[config.mk]
export PLATFORM = sky130hd
export DESIGN_NAME = instr_encode_loader
export DESIGN_NICKNAME = d
export VERILOG_FILES = /design/src/rtl/instr_encode_loader.sv
export SDC_FILE = /design/constraint.sdc
export NUM_CORES = 1
export LEC_CHECK = 0
export ABC_AREA = 0
export CORE_MARGIN = 1.5
export CORE_UTILIZATION = 35
export DETAILED_ROUTE_END_ITERATION = 10
export GPL_TIMING_DRIVEN = 0
export SLEW_MARGIN = 10
export SYNTH_ARGS = -nofsm -noshare
export SYNTH_HDL_FRONTEND = slang
export SYNTH_SLANG_ARGS = --single-unit
export TNS_END_PERCENT = 20
[constraint.sdc]
create_clock -name clk -period 2.5 [get_ports clk]
set_clock_uncertainty 0.1 [all_clocks]
set_input_delay 0.75 -clock clk [delete_from_list [all_inputs] [get_ports clk]]
set_output_delay 0.75 -clock clk [all_outputs]
set_load 0.01 [all_outputs]
[src/rtl/instr_encode_loader.sv]
// Instruction loader: packs decoded field bundles into 16-bit words and writes them
// sequentially into instruction memory from address 0.
// Handshake: a bundle transfers on any rising edge where in_valid && in_ready; in_ready is
// high exactly while loading, and in_valid outside LOAD is ignored.
module instr_encode_loader #(
    parameter int ADDR_W = 8
) (
    input  logic              clk,
    input  logic              reset,
    input  logic              start,
    input  logic              in_valid,
    output logic              in_ready,
    input  logic              in_last,
    input  logic [3:0]        in_opcode,
    input  logic [2:0]        in_rd,
    input  logic [2:0]        in_rs,
    input  logic [2:0]        in_rt,
    input  logic [8:0]        in_imm,
    output logic              im_we,
    output logic [ADDR_W-1:0] im_addr,
    output logic [15:0]       im_wdata,
    output logic [ADDR_W:0]   count,
    output logic              busy,
    output logic              done,
    output logic              err
);
    localparam int DEPTH = 1 << ADDR_W;
    localparam logic [ADDR_W:0] LAST_IDX = (ADDR_W+1)'(DEPTH - 1);

    localparam logic [1:0] S_IDLE  = 2'd0;
    localparam logic [1:0] S_LOAD  = 2'd1;
    localparam logic [1:0] S_DONE  = 2'd2;
    localparam logic [1:0] S_ERROR = 2'd3;

    logic [1:0]  state;
    logic [15:0] word;
    logic        legal;
    logic        accept;

    assign in_ready = (state == S_LOAD);
    assign accept   = in_valid && in_ready;
    assign busy     = (state == S_LOAD);
    assign done     = (state == S_DONE);
    assign err      = (state == S_ERROR);

    // Format selection by opcode; nzimm opcodes reject an all-zero low immediate.
    always_comb begin
        word  = 16'h0000;
        legal = 1'b1;
        case (in_opcode)
            4'b0010, 4'b0100, 4'b0110, 4'b0111:
                word = {in_opcode, in_rd, in_rs, in_rt, 3'b000};
            4'b0000, 4'b0001:
                word = {in_opcode, in_rt, 2'b00, in_imm[6:0]};
            4'b0011, 4'b0101, 4'b1000, 4'b1001: begin
                word  = {in_opcode, in_rd, in_rs, in_imm[5:0]};
                legal = (in_opcode == 4'b0101) || (in_imm[5:0] != 6'd0);
            end
            4'b1010, 4'b1011:
                word = {in_opcode, in_rs, in_imm};
            default:
                legal = 1'b0;
        endcase
    end

    always_ff @(posedge clk) begin
        if (reset) begin
            state    <= S_IDLE;
            im_we    <= 1'b0;
            im_addr  <= '0;
            im_wdata <= 16'h0000;
            count    <= '0;
        end else begin
            im_we <= 1'b0;
            // start wins over a same-cycle accept; that bundle is dropped.
            if (start) begin
                state <= S_LOAD;
                count <= '0;
            end else if (accept) begin
                if (!legal) begin
                    state <= S_ERROR;
                end else begin
                    im_we    <= 1'b1;
                    im_addr  <= count[ADDR_W-1:0];
                    im_wdata <= word;
                    count    <= count + 1'b1;
                    if (in_last || count == LAST_IDX)
                        state <= S_DONE;
                end
            end
        end
    end
endmodule

; Yosys cells after proc, flatten, opt, wreduce, memory -nomap -nowiden
; Index checks and enable logic that the tools add are counted.
[classes]
addsub = 1
n_eq_ne = 17
mux = 7
bitwise_logic = 2
n_reduce_logical = 17
[op_table]
columns = operator, n
row1 = 16-bit case mux with 4 select lines, 1
row2 = "4-bit by 3-bit equality test with 1-bit output, second input constant", 4
row3 = "4-bit equality test, second input constant", 4
row4 = "9-bit by 1-bit adder with 9-bit output, second input constant", 1
row5 = "9-bit by 8-bit equality test with 1-bit output, second input constant", 1
row6 = "4-bit by 2-bit equality test with 1-bit output, second input constant", 2
row7 = 4-bit OR reduction, 2
row8 = 8-bit OR reduction, 1
row9 = 2-bit AND reduction, 3
row10 = 6-bit nonzero test, 1
row11 = 2-bit OR reduction, 3
row12 = "2-bit equality test, second input constant", 2
row13 = "4-bit by 1-bit equality test with 1-bit output, second input constant", 1
row14 = 4-bit zero test, 1
row15 = 2-bit two-way mux, 2
row16 = 1-bit two-way mux, 3
row17 = "3-bit by 2-bit inequality test with 1-bit output, second input constant", 1
row18 = 3-bit AND reduction, 1
row19 = 3-bit OR reduction, 1
row20 = "2-bit by 1-bit equality test with 1-bit output, second input constant", 1
row21 = 1-bit logical OR, 2
row22 = "2-bit by 1-bit inequality test with 1-bit output, second input constant", 1
row23 = 1-bit NOT, 2
row24 = 1-bit case mux with 2 select lines, 1
row25 = other kinds (2), 2
[totals]
reg_bits = 36
input_bits = 27
output_inout_bits = 38
word_cells = 50

; Logic depth before layout (Yosys ltp)
[logic_depth]
ltp_word = 6
mapped_depth = 8
depth_no_buf = 7

; Least setup slack after synthesis
; No wires, ideal clock.
[synth_timing]
path_type = input to register
startpoint = in in_opcode[2]
endpoint = reg im_wdata[3]
setup_time_ps = 130
t_arrival_ps = 1980
t_required_ps = 2270
slack_ps = 290
path_stages = 8
n_path_buf = 3
cell_sequence = buf_6 nand4bb_1 o221a_2 a221o_1 buf_2 buf_6 a21oi_1 nor3_2
[synth_between]
elab_chain_len = 4
word_cells_on_any_way = 21
cone_classes = eq/ne: 11 / mux: 2 / reduce/logical: 8
[synth_rtl]
columns = element, line
row1 = from (decl), 14  ; input logic [3:0] in_opcode,
row2 = 4-bit equality test (tied with other cells), 50  ; case (in_opcode)
row3 = 8-bit OR reduction (no source line) (tied with other cells), --
row4 = 1-bit case mux with 2 select lines, 50
row5 = 3-bit AND reduction (no source line), --
row6 = to (signal assigned), 85  ; im_wdata <= word;
row7 = to (decl), 21  ; output logic [15:0] im_wdata,
; Parallel ways exist; a longest one is shown, timed or not.
; A chain may end at the register's enable or synchronous reset.

; Worst setup path in the final report
[layout_timing]
startpoint = in in_imm[1]
endpoint = reg im_wdata[2]
[layout_between]
elab_chain_len = 4
[layout_rtl]
columns = element, line
row1 = from (decl), 18  ; input logic [8:0] in_imm,
row2 = 6-bit nonzero test, 57  ; legal = (in_opcode == 4'b0101) || (in_imm[5:0] != 6'd0);
row3 = 1-bit logical OR, 57
row4 = 1-bit case mux with 2 select lines, 50
row5 = 3-bit AND reduction (no source line), --
; Every way passes these cells.

==> flow_summary.json <==
{
  "status": "finished clean",
  "die_height_um": 77.2,
  "place_worst_setup_slack_ps": -372,
  "cts-root-to-sink-buffers": 2,
  "max_clock_freq_mhz": 412,
  "min_period_over_period_pct": 97.0,
  "chipWidth_um": 77.2,
  "netlist_instances": 234,
  "slew-limit-headroom_pct": 59.5,
  "share_of_synthesized_cell_area_in_and_or_nand_and_nor_gates_pct": 22.5,
  "min_path_type": "reg2reg",
  "worst_slew_pin_slew_ps": 608,
  "power.share.sequential_pct": 37.4,
  "hold_buffers": 0,
  "grtUsageTotal_pct": 19.5,
  "path_clk_slew_ps": 70,
  "final_net_count": 335,
  "drt_iter0_markers": 83,
  "timing.hold.worst.start": "im_addr[3]",
  "report.final.hold_viol_count": 0,
  "muxShareOfSynthArea_pct": 2.08,
  "setup.worst_path.start_class": "input port",
  "syn-num-nets": 263,
  "ys_top_cells_by_area": "dfxtp_1 37%, a21oi_1 8.1%, nand3_1 6.0%",
  "clock_network_latency_to_the_later_pin_of_the_worst_skew_pair_ps": 290,
  "switching_share_pct": 23.3,
  "place_congestion": 0.844,
  "synth_fa_ha_area_share_pct": 1.82,
  "yosys_warnings": 0,
  "final_util_pct": 55.0,
  "synth_sequential_area_ratio_pct": 37.5,
  "grt_first_pass_wirelength_um": 9280,
  "route.detailed.drc": 0,
  "synth.cell_area_mm2": 0.00192,
  "io_port_bufs": 62,
  "netSwitchingPower_uw": 366,
  "final-setup-viol-count": 0,
  "grt.overflow.total": 0,
  "period_needed_ps": 2430,
  "ordered_list_of_cells_on_the_worst_path": "clkdlybuf4s50_1, nor4_1, nand2_1, a221o_1, buf_4, buf_4, nand4_1, o21ai_0",
  "final_critical_path_setup_slack_ps": 74.3,
  "path_max_fanout": 10,
  "drt_pre_antenna_iters": 4,
  "synth.avg_cell_area_um2": 8.22,
  "placed_cells_incl_taps": 366,
  "ys_async_sr_fraction_pct": 0,
  "grt_antenna_before_repair": 0,
  "num_antenna_cells": 0,
  "clock-sinks": 36,
  "finalWirelength_um": 5760,
  "detailedPlacementHpwl_um": 4110,
  "worst_ir_drop_vdd_mv": 0.271,
  "filler_cell_count": 525,
  "totalPowerFinal_mw": 1.57,
  "ff_latch_count_synth": 36,
  "synth_ff_type": "dfxtp_1",
  "critical_path.reg2reg.endpoint": "im_wdata[10]",
  "rsz0062_at_grt": "false",
  "hold_end": "im_addr[3]",
  "critical_path_arrival_ps": 2490,
  "finalSetupTns_ps": 0,
  "routed_via_density": 5.42,
  "hold_path_depth": 2,
  "critical_path_buf_inv_count": 3,
  "dr_total_vias": 2042,
  "ys_top_cells_by_count": "36 x dfxtp_1, 31 x a21oi_1, 23 x nand3_1",
  "top_area_cell_type_share_of_the_netlist_area_pct": 37.5,
  "crit_type": "in2reg",
  "initial_core_utilization_pct": 37.0,
  "post_synth_xor_area_fraction_pct": 0,
  "pwr-share-comb_pct": 17.0,
  "yosysMostFrequentCell": "dfxtp_1",
  "grt_max_degree": 13,
  "slew_viols_final": 0,
  "worst_setup_path_end_kind": "register",
  "worst_path_dominant_cell_family": "buffers and inverters",
  "worstRegToRegCells": 6,
  "synthDistinctLibCells": 47,
  "timing.critical_path.slowest_stage_cell": "clkdlybuf4s50_1",
  "core-area_mm2": 0.00520,
  "root_buffer": "clkbuf_8",
  "maximum_level_of_the_cts_h_tree": 2,
  "internal_power_mw": 1.21,
  "drt-wirelength-per-cell_um": 15.3,
  "row_count": 26,
  "route.antenna.remaining_nets": 0,
  "synth-compound-area-share_pct": 28.7,
  "synth_top_family_by_area": "compound AO/OA/AOI/OAI gates",
  "cap_violations": 0,
  "reg2reg_slack_ps": 580,
  "final_cell_count_no_fill": 377,
  "die-area_mm2": 0.00595,
  "power_leakage_nw": 0.989,
  "ios": 65,
  "cts_inserted_buffers": 5,
  "post_synth_edffs": 0,
  "yosys.area.top_type": "dfxtp_1",
  "proportion_of_power_drawn_by_the_clock_network_pct": 45.6,
  "drive_gt1_share_pct": 12.7,
  "cp-startpoint": "in_imm[1]",
  "syn2layout_area_growth_pct": 48.8,
  "crit_required_ps": 2560,
  "grt_pass1_vias": 1884,
  "rr_startpoint": "state[0]",
  "crit_top_cell": "buf_4",
  "cts_tree": "done",
  "power_per_cell_area_mw_per_mm2": 550,
  "critPathMaxStageDelay_ps": 420
}
-- state kept, by name, summed over array words and instances, names as in the netlist --
register	cells
im_we	1
im_addr	8
count	9
im_wdata	16
state	2
-- power by group through the flow --
stage | Combinational [mW] | Clock, mW | Sequential (mW)
after floorplan | 0.137 | 0 | 0.606
after global placement | 0.247 | 0 | 0.603
after detailed placement | 0.248 | 0 | 0.603
after CTS | 0.253 | 0.725 | 0.590
after global routing | 0.290 | 0.753 | 0.591
final | 0.268 | 0.717 | 0.590
-- layout by cell type, fill, tap and decap left out, types with 5 or more instances in the layout --
master and count:
clkbuf_1 8, nand3_1 23, o21ai_0 17, buf_4 6, a21oi_1 31, a22o_1 6, dfxtp_1 36, nor3_1 11
nand2_1 5, a211oi_1 5, nor2_1 5, inv_1 5, or3_1 5, clkbuf_8 5, clkdlybuf4s50_1 59, o21ai_1 6
-- cells by family after synthesis --
family	after synthesis
AOI/OAI and AO/OA	85
and+or+nand+nor	78
muxes	4
buffers and inverters	28
DFF	36
adders and majority gates	3
-- metrics by stage --
step | area, µm² | hold WS (ps)
2_1_floorplan | 1920 | 383
6_report | 2860 | 374
4_1_cts | 2800 | 378
3_5_place_dp | 2630 | 367
3_3_place_gp | 2630 | 363
5_1_grt | 2860 | 396
-- worst max-delay path by stage --
stage	end	slack, ps	cells past startpoint
after CTS	count[7]	-1	7
after global placement	im_wdata[6]	-380	7
after floorplan	im_wdata[3]	290	8
after detailed placement	im_wdata[8]	-370	7
after global routing	im_wdata[4]	20	8
final	im_wdata[2]	70	8
-- worst register-to-register path, delay by kind of cell, from the launching register on --
| kind | cells | cell delay (ps) |
|---|---|---|
| buf+inv | 1 | 390 |
| flops | 1 | 380 |
| compound gates | 2 | 340 |
| simple gates | 3 | 630 |
-- area by class of cell --
| class | instances | area (µm²) | area share [%] |
|---|---|---|---|
| buffer | 21 | 126 | 4.41 |
| clock buffer | 5 | 68.8 | 2.40 |
| clock inverter | 3 | 90.1 | 3.15 |
| inverter | 7 | 26.3 | 0.918 |
| multi-input combinational | 170 | 1100 | 38.3 |
| sequential | 36 | 721 | 25.2 |
| tap | 70 | 87.6 | 3.06 |
| timing repair buffer | 65 | 647 | 22.6 |
-- per-layer routing --
| layer | vias to the layer above | wire length, µm | GRT usage (%) |
|---|---|---|---|
| met5 | - | 0 | 0 |
| met4 | 0 | 106 | 6.00 |
| li1 | 1025 | - | - |
| met2 | 74 | 2620 | 31.1 |
| met1 | 933 | 2720 | 26.2 |
| met3 | 10 | 311 | 3.93 |
-- timing repair --
item,in CTS,in global routing
setup endpoints to repair,29,32
buffers inserted,1,2
pin swaps,0,3
gates resized for setup,3,15
Note: power is estimated with default switching activity, not from simulation.
==> RTL edit, RTL diff (same settings) <==
Set the parameter `ADDR_W` to 10 (it was 8).
--- a/src/rtl/instr_encode_loader.sv
+++ b/src/rtl/instr_encode_loader.sv
@@ -3,7 +3,7 @@
 // Handshake: a bundle transfers on any rising edge where in_valid && in_ready; in_ready is
 // high exactly while loading, and in_valid outside LOAD is ignored.
 module instr_encode_loader #(
-    parameter int ADDR_W = 8
+    parameter int ADDR_W = 10
 ) (
     input  logic              clk,
     input  logic              reset,
Interface: changed (resized count and im_addr); port bits go from 65 to 69. No check against the original RTL was run, so the function may have changed too.
==> RTL edit against the unedited design <==
Sequential cell count is 4 higher. Total power down 19%. Setup slack got worse by 0.012 ns. Routed wire length down 3.5%. Final cell count is 2.7% higher. Global-route usage shrank 0.57 points. Combinational power decreased by 26%. Worst hold slack worse by 0.020 ns. Count of clock-buffer cells in the layout is 2 higher. Final area down 2.3%. Sequential power up 11%. Area after synthesis down 0.33%. Critical endpoint is now in_ready.
==> RTL edit: results (changes against the unedited design) <==
stage,metric,value,unit,change
synth,Post-Syn Nets,269,,+2.3%
synth,Avg Inst Size Synth,7.96,µm²,-3.2%
worst_setup_path,reg-to-reg setup timing slack,0.58,ns,about the same
final_layout,ant diodes,0,,unchanged
final_layout,final cell count without fillers,387,,+2.7%
drt,initial DRC count,129,,+55%
worst_setup_path,Critical Path Fanout Max,5,,-5
clock_network,Num CTS Buffers,5,,unchanged
place,Post-DP Area,0.00269,mm²,+2.0%
synth,Commonest cells post-synth,"nand2_1, dfxtp_1, a21oi_1, nor2_1, o21ai_0",,
clock_network,H-tree levels,2,,unchanged
global_routing,vias in the first global route,1848,,-1.9%
place,Placed Cells,379,,+3.6%
drt,routed wl met3,326,µm,+4.8%
min_path,HP Class,flop to flop,,
synth,Yosys Warn Count,0,,unchanged
drt,drt pass-1 iters,4,,unchanged
global_routing,initial antenna violation count,0,,unchanged
worst_setup_path,worst r2r path cells,5,,-1
synth,leading post-synthesis cells by cell area,"dfxtp_1, nand2_1, a21oi_1",,
status,status,finished clean,,
global_routing,first-pass GRT wire length,9.14,mm,-1.5%
power,P_leak,0.954,nW,-3.5%
sta,worst slew pin tran,0.538,ns,-0.0706 ns
drt,DR top layer,met4,,
final_layout,share of layout cells above drive strength 1,8.20,%,-4.5 points
global_routing,all-layer global routing usage,18.9,%,-0.57 points
clock_network,Clock Root Buffer,clkbuf_8,,
drt,vias per inst,5.14,,-5.1%
final_layout,fin nets,344,,+2.7%
final_layout,biggest regs,"im_wdata: 16 flops, count: 11 flops, im_addr: 10 flops",,
run,max-cap violation count,0,,unchanged
place,Port Buffers,68,,+9.7%
synth,Cell variety after synth,41,,-13%
drt,met2 wire length,2.49,mm,-5.0%
synth,Post-synth ARST share,0,%,unchanged
clock_network,later-pin clock latency in the skew report,0.29,ns,about the same
synth,register area share after synthesis,41.7,%,+4.3 points
drt,M1 WL,2.70,mm,-0.66%
place,Post-DP HPWL,3.99,mm,-2.9%
min_path,WHS Path Cells,2,,unchanged
clock_network,clk slew on worst S/H paths,0.08,ns,
worst_setup_path,WP data arrival,1.59,ns,-0.90 ns
synth,"Primary FF master, synth",dfxtp_1,,
place,RePlAce Congestion,0.811,,-4.0%
global_routing,largest net degree at the start of global routing,13,,unchanged
clock_network,Clock Path Buffers,2,,unchanged
power,Max IR drop VDD,0.243,mV,-10%
drt,routed len/inst,14.4,µm,-6.0%
-- RTL edit: cell count changes in the layout (fill, tap and decap cells not counted), sizes merged, moves of 4 or more --
cell           unedited run  this run
o21ai                    23        16
nor3                     12         2
nand2                     5        44
nand3                    23         7
o311ai                    4         0
a222oi                    0         4
nor2                      9        20
mux2                      0         4
a22o                      6         0
nand2b                    4         0
dfxtp                    36        40
buf                      12         7
clkdlybuf4s50            59        66
-- RTL edit: per-layer routing --
metal | track usage [%] | up-vias
li1 | - | 1007
met1 | 26.2 | 908
met2 | 30.2 | 71
met3 | 4.17 | 4
met4 | 3.64 | 0
met5 | 0 | -
-- RTL edit: layout make-up --
type | instances | area, µm²
sequential | 40 | 801
clock buffer | 7 | 76.3
tap | 70 | 87.6
inverter | 9 | 33.8
clock inverter | 1 | 8.76
timing repair buffer | 68 | 682
buffer | 14 | 73.8
fill | 526 | 2410
multi-input combinational | 178 | 1030
-- RTL edit: through the flow --
stage	hold WS (ns)	setup slack (ns)	setup TNS [ns]
floorplan	0.376	0.358	0
global placement	0.340	-0.337	-9.99
detailed placement	0.347	-0.360	-10.53
CTS	0.358	0.00958	0
global route	0.375	-0.0135	-0.0202
finish	0.354	0.0618	0
-- RTL edit: where the power goes --
| part | switching, W | leakage [nW] | internal (W) | total (W) |
|---|---|---|---|---|
| clock | 0.000226 | 0.0424 | 0.000199 | 0.000426 |
| sequential | 0.00000686 | 0.323 | 0.000647 | 0.000654 |
| combinational | 0.0000985 | 0.589 | 0.000101 | 0.000199 |
| total | 0.000331 | 0.954 | 0.000947 | 0.00128 |
-- RTL edit: path summary, 6_finish.rpt --
| path | to | startpoint |
|---|---|---|
| setup / recovery | in_ready | state[0] |
| hold / removal | im_wdata[1] | im_wdata[1] |
| setup reg to reg | count[10] | state[0] |
| hold reg to reg | im_wdata[1] | im_wdata[1] |
-- RTL edit: logic make-up after synthesis --
| group | Yosys count | synth area share, % |
|---|---|---|
| buf+inv | 23 | 5.02 |
| compound gates | 73 | 24.7 |
| simple gates | 96 | 23.0 |
| flops | 40 | 41.7 |
| fa+ha+maj | 2 | 1.17 |
| xor+xnor | 2 | 0.913 |
| mux | 5 | 3.52 |
-- RTL edit: worst max-delay path: stages, from the launching register on --
cell and delay [ns]:
dfxtp_1 0.39, nor2b_1 0.24, buf_4 0.14, clkdlybuf4s50_1 0.52
-- RTL edit: timing repair --
item	CTS	global route
resized for setup	4	11
pin swaps	0	0
setup buffers	0	0
endpoints found under the setup margin	20	35
